**config.mk**
```make
export PLATFORM = sky130hd
export DESIGN_NAME = wm_input_conditioner
export DESIGN_NICKNAME = d
export VERILOG_FILES = /design/src/rtl/wm_input_conditioner_pkg.sv /design/src/rtl/wm_sync_debounce.sv /design/src/rtl/wm_input_conditioner.sv
export SDC_FILE = /design/constraint.sdc
export NUM_CORES = 1
export LEC_CHECK = 0
export ABC_AREA = 1
export CAP_MARGIN = 0
export CORE_MARGIN = 4
export CORE_UTILIZATION = 45
export DETAILED_ROUTE_END_ITERATION = 10
export HOLD_SLACK_MARGIN = 0.1
export PLACE_DENSITY = 0.68
export SETUP_SLACK_MARGIN = 0.2
export SYNTH_ARGS = -nofsm -noshare
export SYNTH_HDL_FRONTEND = slang
export SYNTH_SLANG_ARGS = --single-unit
```
**constraint.sdc**
```tcl
create_clock -name clk -period 1.2 [get_ports clk]
set_input_delay 0.18 -clock clk [delete_from_list [all_inputs] [get_ports clk]]
set_output_delay 0.18 -clock clk [all_outputs]
set_load 0.01 [all_outputs]
```
**src/rtl/wm_input_conditioner_pkg.sv**
```systemverilog
// Shared definitions for the washing-machine input conditioner.
//   - Mode selector codes (MODE_*), matching the encoding of mode_raw/mode_select.
//   - Button FSM state encoding (BTN_*).
//   - max_int helper used to size the shared counter width.
package wm_input_conditioner_pkg;

  localparam logic [1:0] MODE_NORMAL   = 2'b00;
  localparam logic [1:0] MODE_DELICATE = 2'b01;
  localparam logic [1:0] MODE_HEAVY    = 2'b10;
  localparam logic [1:0] MODE_RINSE    = 2'b11;

  typedef enum logic [1:0] {
    BTN_REL        = 2'b00,
    BTN_PRESS_WAIT = 2'b01,
    BTN_PRESSED    = 2'b10,
    BTN_REL_WAIT   = 2'b11
  } btn_state_e;

  function automatic int max_int(input int a, input int b);
    return (a > b) ? a : b;
  endfunction

endpackage

```
**src/rtl/wm_sync_debounce.sv**
```systemverilog
// Synchroniser + stable-run detector for a WIDTH-bit raw input.
//   clk, reset  : clock, synchronous active-low reset
//   raw_i       : asynchronous raw input
//   sync_o      : value after SYNC_STAGES synchroniser flops
//   stable_o    : sync_o has held the same value for DEBOUNCE_CYCLES consecutive
//                 samples, counting the current one (combinational, so a consumer
//                 registering on it updates on the DEBOUNCE_CYCLES-th sample)
// Requires SYNC_STAGES >= 2 and DEBOUNCE_CYCLES >= 2.
module wm_sync_debounce #(
  parameter int WIDTH           = 1,
  parameter int SYNC_STAGES     = 2,
  parameter int DEBOUNCE_CYCLES = 16
) (
  input  logic             clk,
  input  logic             reset,
  input  logic [WIDTH-1:0] raw_i,
  output logic [WIDTH-1:0] sync_o,
  output logic             stable_o
);

  localparam int CNT_W = $clog2(DEBOUNCE_CYCLES + 1);
  localparam logic [CNT_W-1:0] CNT_TERM = CNT_W'(DEBOUNCE_CYCLES);
  localparam logic [CNT_W-1:0] CNT_LAST = CNT_W'(DEBOUNCE_CYCLES - 1);

  logic [SYNC_STAGES-1:0][WIDTH-1:0] sync_q, sync_d;
  logic [WIDTH-1:0]                  last_q, last_d;
  logic [CNT_W-1:0]                  cnt_q, cnt_d;
  logic                              same;

  assign sync_o = sync_q[SYNC_STAGES-1];
  assign same   = (sync_o == last_q);
  // cnt_q is the run length of last_q; the current sample extends it when equal
  assign stable_o = same && (cnt_q >= CNT_LAST);

  always_comb begin
    sync_d = {sync_q[SYNC_STAGES-2:0], raw_i};
    last_d = sync_o;
    if (!same)                cnt_d = CNT_W'(1);
    else if (cnt_q == CNT_TERM) cnt_d = cnt_q;  // saturate, never wrap
    else                      cnt_d = cnt_q + 1'b1;
  end

  always_ff @(posedge clk) begin
    if (!reset) begin
      sync_q <= '0;
      last_q <= '0;
      cnt_q  <= '0;
    end else begin
      sync_q <= sync_d;
      last_q <= last_d;
      cnt_q  <= cnt_d;
    end
  end

endmodule

```
**src/rtl/wm_input_conditioner.sv**
```systemverilog
// Front-end conditioner for washing_machine_top: synchronises and debounces the
// start/pause button, door switch and mode selector.
//   clk, reset        : clock, synchronous active-low reset
//   btn_raw           : raw button, 1 = pressed
//   door_raw          : raw door switch, 1 = closed
//   mode_raw[1:0]     : raw mode selector
//   start_pause_pulse : one-cycle pulse per accepted press
//   door_closed       : debounced door level (opens fast, closes slow)
//   door_event        : one-cycle pulse coincident with any door_closed change
//   mode_select[1:0]  : debounced mode
//   cancel_pulse      : one-cycle pulse on a long press
// Optional feature macro: WM_LONG_PRESS_EN builds the long-press hold counter;
// without it cancel_pulse is tied to 0.
module wm_input_conditioner
  import wm_input_conditioner_pkg::*;
#(
  parameter int SYNC_STAGES       = 2,
  parameter int DEBOUNCE_CYCLES   = 16,
  parameter int LONG_PRESS_CYCLES = 64
) (
  input  logic       clk,
  input  logic       reset,
  input  logic       btn_raw,
  input  logic       door_raw,
  input  logic [1:0] mode_raw,
  output logic       start_pause_pulse,
  output logic       door_closed,
  output logic       door_event,
  output logic [1:0] mode_select,
  output logic       cancel_pulse
);

  localparam int CNT_W = $clog2(max_int(DEBOUNCE_CYCLES, LONG_PRESS_CYCLES) + 1);
  localparam logic [CNT_W-1:0] DB_LAST = CNT_W'(DEBOUNCE_CYCLES - 1);

  // ---------------- button: synchroniser + debounce FSM ----------------
  logic [SYNC_STAGES-1:0] btn_sync_q, btn_sync_d;
  logic                   btn_s;
  btn_state_e             state_q, state_d;
  logic [CNT_W-1:0]       cnt_q, cnt_d;
  logic                   pulse_q, pulse_d;

  assign btn_s = btn_sync_q[SYNC_STAGES-1];

  // The counter holds the number of samples already seen at the new level, so
  // entering a wait state loads 1 and the transition fires on the
  // DEBOUNCE_CYCLES-th consecutive sample.
  always_comb begin
    btn_sync_d = {btn_sync_q[SYNC_STAGES-2:0], btn_raw};
    state_d    = state_q;
    cnt_d      = cnt_q;
    pulse_d    = 1'b0;
    case (state_q)
      BTN_REL: begin
        if (btn_s) begin
          state_d = BTN_PRESS_WAIT;
          cnt_d   = CNT_W'(1);
        end
      end
      BTN_PRESS_WAIT: begin
        if (!btn_s) begin
          state_d = BTN_REL;
          cnt_d   = '0;
        end else if (cnt_q >= DB_LAST) begin
          state_d = BTN_PRESSED;
          cnt_d   = '0;
          pulse_d = 1'b1;
        end else begin
          cnt_d = cnt_q + 1'b1;
        end
      end
      BTN_PRESSED: begin
        if (!btn_s) begin
          state_d = BTN_REL_WAIT;
          cnt_d   = CNT_W'(1);
        end
      end
      default: begin  // BTN_REL_WAIT
        if (btn_s) begin
          state_d = BTN_PRESSED;
          cnt_d   = '0;
        end else if (cnt_q >= DB_LAST) begin
          state_d = BTN_REL;
          cnt_d   = '0;
        end else begin
          cnt_d = cnt_q + 1'b1;
        end
      end
    endcase
  end

  // Reset lands in REL_WAIT: a button held through reset must be seen released
  // for a full debounce window before it can produce a pulse.
  always_ff @(posedge clk) begin
    if (!reset) begin
      btn_sync_q <= '0;
      state_q    <= BTN_REL_WAIT;
      cnt_q      <= '0;
      pulse_q    <= 1'b0;
    end else begin
      btn_sync_q <= btn_sync_d;
      state_q    <= state_d;
      cnt_q      <= cnt_d;
      pulse_q    <= pulse_d;
    end
  end

  assign start_pause_pulse = pulse_q;

`ifdef WM_LONG_PRESS_EN
  // Hold counter: armed (cleared) by an accepted press, counts cycles spent in
  // PRESSED, fires once on reaching LONG_PRESS_CYCLES and then parks there.
  // It resets parked so a press carried through reset never cancels.
  localparam logic [CNT_W-1:0] LP_TERM = CNT_W'(LONG_PRESS_CYCLES);
  localparam logic [CNT_W-1:0] LP_LAST = CNT_W'(LONG_PRESS_CYCLES - 1);

  logic [CNT_W-1:0] hold_q, hold_d;
  logic             cancel_q, cancel_d;

  always_comb begin
    hold_d   = hold_q;
    cancel_d = 1'b0;
    if (state_q == BTN_PRESSED && hold_q != LP_TERM) begin
      hold_d   = hold_q + 1'b1;
      cancel_d = (hold_q == LP_LAST);
    end
    if (pulse_d) hold_d = '0;
  end

  always_ff @(posedge clk) begin
    if (!reset) begin
      hold_q   <= LP_TERM;
      cancel_q <= 1'b0;
    end else begin
      hold_q   <= hold_d;
      cancel_q <= cancel_d;
    end
  end

  assign cancel_pulse = cancel_q;
`else
  assign cancel_pulse = 1'b0;
`endif

  // ---------------- door: fast open, debounced close ----------------
  logic door_s, door_stable;
  logic door_closed_q, door_closed_d;
  logic door_event_q, door_event_d;

  wm_sync_debounce #(
    .WIDTH(1), .SYNC_STAGES(SYNC_STAGES), .DEBOUNCE_CYCLES(DEBOUNCE_CYCLES)
  ) u_door (
    .clk(clk), .reset(reset), .raw_i(door_raw), .sync_o(door_s), .stable_o(door_stable)
  );

  // A synced 0 opens immediately; closing needs a full stable run of 1s.
  always_comb begin
    door_closed_d = door_s & (door_closed_q | door_stable);
    door_event_d  = door_closed_d ^ door_closed_q;
  end

  // ---------------- mode: accept only a value held for a full window ----------------
  logic [1:0] mode_s;
  logic       mode_stable;
  logic [1:0] mode_q, mode_d;

  wm_sync_debounce #(
    .WIDTH(2), .SYNC_STAGES(SYNC_STAGES), .DEBOUNCE_CYCLES(DEBOUNCE_CYCLES)
  ) u_mode (
    .clk(clk), .reset(reset), .raw_i(mode_raw), .sync_o(mode_s), .stable_o(mode_stable)
  );

  always_comb mode_d = mode_stable ? mode_s : mode_q;

  always_ff @(posedge clk) begin
    if (!reset) begin
      door_closed_q <= 1'b0;
      door_event_q  <= 1'b0;
      mode_q        <= MODE_NORMAL;
    end else begin
      door_closed_q <= door_closed_d;
      door_event_q  <= door_event_d;
      mode_q        <= mode_d;
    end
  end

  assign door_closed = door_closed_q;
  assign door_event  = door_event_q;
  assign mode_select = mode_q;

endmodule

```
==> impl_metrics.toml <==
[clock_network]
htree_num_levels = 2
cts_buffers = 5
insertion_delay_ps = 340
cts_hold_buf = 0
clk_pin_slew_worst_paths_ps = 110
cts_sinks = 35
cts-root-buf = "clkbuf_4"
clk_path_buf_depth = 2
cts_tree = "built"

[floorplanning]
die_y_um = 67.0
start_util_pct = 46.9
core_area_um2 = 3340
rows = 21
ios = 12
dieArea_um2 = 4480
die_w_um = 67.0

[pwr]
leakagePower_uw = 0.00106
p_int_uw = 2020
netSwitchingFraction_pct = 34.8
clkPwrFrac_pct = 20.7
pwr-share-seq_pct = 45.1
p_per_area_nw_per_um2 = 1370
p_comb_share_pct = 34.2
vdd_ir_drop_max_v = 0.000747
p_sw_uw = 1080
power_uw = 3100

[detailed_routing]
wl_um = 3380
drc_errors = 0
vias = 1340
via_per_inst = 4.64
drtPass1Iterations = 5
wl_per_cell_um = 11.7
drt_iter0_drc = 61
postRouteAntennaNets = 0

[run_status]
status = "finished with violations"
violations = "negative setup slack"

[logic_synthesis]
ys_seq_area_share_pct = 44.8
syn_area_um2 = 1560
ys_types = 26
netlist_instances = 202
synth_nets = 219
syn_avg_cell_area_um2 = 7.74
ys_seq_elements = 35
yosys_warnings = 0

[grt]
grt_pass1_wl_um = 5280
grt_pass1_vias = 1221
grt_overflow = 0
grt.total_usage_pct = 16.2
antenna_found_initial = 0
grt_max_degree = 13

[worst_setup_path]
worstSetupEndpointType = "flop"
crit_path_start_kind = "flop"
path_max_fanout = 3
critPathArrivalTime_ps = 1520
path_class = "flop to flop"
slowest_delay_ps = 360
cp_slowest_cell = "dfxtp_2"
cp.required_ps = 1450
reg2reg_slack_ps = -70
rr_worst_depth = 10
crit_chain = "ha_4, nand2_4, nor2_2, ha_2, nor2_1, nand2_1, nand2_2, inv_2, nor2_2, nor2_1"

[timing]
fin_ws_ps = -72.6
fin_crit_sh_pct = 106
finalHoldViolations = 0
rsz0062_at_grt = "yes"
setup_viol = 14
min_period_ps = 1270
hold_ws_ps = 352
clock-skew-final_ps = 4.72
fmax_mhz = 786
drv_slew = 0

[final_layout]
num-nets-final = 259
area_growth_pct = 44.9
num_antenna_cells = 0
drive_gt1_share_pct = 47.3
n_fill_cell = 259
post-route-util_pct = 67.9

[placed_design]
hpwl_um = 1990
place_congestion = 0.817
portBuffers = 10

[worst_hold_path]
hold_class = "input port to flop"
hold_path_depth = 3

[job]
max_cap_viol_count = 0
[worst max-delay path: cells and delay by family, from the launching register on]
family	cells	cell delay, ps
adder cells (fa/ha/maj)	2	320
buffers and inverters	1	50
flip-flops	1	360
AND/OR/NAND/NOR	7	440
[routing by layer]
metal	vias up	track usage, %	part of all wire (%)
met2	27	27.2	50
met3	5	5.56	3.5
met4	0	6.84	1.8
met1	611	18.4	45
li1	697	-	-
met5	-	0	0
[state kept, by name, summed over array words and instances (netlist names), named ones only]
register	count
door_event	1
u_mode.cnt_q	5
u_mode.sync_o	2
start_pause_pulse	1
u_door.sync_d	1
u_mode.sync_d	2
btn_sync_q	2
mode_select	2
state_q	1
u_door.last_q	1
door_closed	1
u_mode.last_q	2
cnt_q	7
u_door.sync_o	1
u_door.cnt_q	5
[cells in the mapped netlist]
cell type / n / share of area (%)
nand2_1: 41 / 9.8
inv_1: 37 / 8.9
dfxtp_1: 35 / 45
nor2_1: 21 / 5.0
ha_1: 11 / 8.8
a21oi_1: 10 / 3.2
nand3_1: 8 / 2.6
nor3_1: 5 / 1.6
nand4_1: 4 / 1.6
o21ai_0: 4 / 1.3
xor2_1: 4 / 2.2
nand2_2: 3 / 1.2
inv_2: 2 / 0.48
nor2_4: 2 / 1.4
o21ai_2: 2 / 1.1
or2_2: 2 / 0.80
xnor2_1: 2 / 1.1
a211oi_1: 1 / 0.48
buf_4: 1 / 0.48
buf_6: 1 / 0.72
clkbuf_1: 1 / 0.24
conb_1: 1 / 0.24
nand3b_1: 1 / 0.48
nor2_2: 1 / 0.40
nor3b_1: 1 / 0.48
o21a_1: 1 / 0.48
[cells in the final DEF, fill, tap and decap left out, types with 2 or more instances in the layout]
| master | count |
|---|---|
| nand3_2 | 3 |
| ha_4 | 7 |
| dfxtp_1 | 21 |
| inv_4 | 5 |
| nand4_1 | 4 |
| dfxtp_2 | 9 |
| or2_4 | 2 |
| inv_1 | 31 |
| a21oi_2 | 5 |
| nand2_2 | 12 |
| nand2_4 | 4 |
| nor2_4 | 5 |
| xor2_1 | 4 |
| buf_2 | 2 |
| a21oi_1 | 5 |
| clkbuf_4 | 5 |
| buf_4 | 22 |
| buf_6 | 7 |
| nor3_2 | 3 |
| inv_2 | 4 |
| nor2_1 | 15 |
| nor2_2 | 4 |
| nand2_1 | 28 |
| o21ai_2 | 2 |
| nand3_1 | 5 |
| ha_2 | 3 |
| dfxtp_4 | 5 |
| o21ai_0 | 2 |
| clkdlybuf4s50_1 | 5 |
[logic make-up after synthesis]
family,after synthesis,share of synthesized area [%]
fa+ha+maj,11,8.80
other cells,1,0.240
flops,35,44.8
xor+xnor,6,3.36
compound gates,18,6.56
simple gates,89,25.4
buf+inv,42,10.8
[stage by stage]
| stage | instance area [µm²] | std cells | setup WS [ps] | TNS, ps |
|---|---|---|---|---|
| 2_1_floorplan | 1650 | 202 | -5.74 | -11.5 |
| 3_3_place_gp | 1920 | 273 | -107 | -1360 |
| 3_5_place_dp | 1920 | 273 | -88.5 | -1340 |
| 4_1_cts | 2120 | 287 | -86.2 | -531 |
| 5_1_grt | 2270 | 289 | -187 | -1870 |
| 6_report | 2270 | 289 | -72.6 | -675 |
[area by class of cell]
| cell class | count | area (µm²) | share of cell area [%] |
|---|---|---|---|
| clock inverters | 3 | 18.8 | 0.828 |
| well taps | 46 | 57.6 | 2.54 |
| inverters | 39 | 156 | 6.90 |
| multi-input cells | 125 | 961 | 42.4 |
| repair buffers | 36 | 304 | 13.4 |
| clock buffers | 5 | 37.5 | 1.66 |
| flip-flops and latches | 35 | 731 | 32.2 |
[path summary, 6_finish.rpt]
kind | startpoint | end
max | u_mode.cnt_q[0]$_SDFFE_PN0P_ | mode_select[0]$_SDFFE_PN0P_
min | btn_raw | btn_sync_q[0]$_SDFF_PN0_
max reg2reg | u_mode.cnt_q[0]$_SDFFE_PN0P_ | mode_select[0]$_SDFFE_PN0P_
min reg2reg | u_mode.sync_d[2]$_SDFF_PN0_ | u_mode.sync_o[0]$_SDFF_PN0_
[power by group through the flow]
stage / logic [µW] / clock network, µW / registers (µW)
after floorplan: 573 / 0 / 1420
after global placement: 825 / 0 / 1420
after detailed placement: 832 / 0 / 1420
after CTS: 953 / 656 / 1400
after global routing: 1170 / 730 / 1420
final: 1060 / 642 / 1400
[timing repair]
item | in CTS | in global routing
gates cloned | 0 | 0
setup endpoints to repair | 28 | 28
resized for setup | 48 | 43
pin swaps | 24 | 10
setup buffers | 6 | 2
Power figures use the tool's default switching activity.
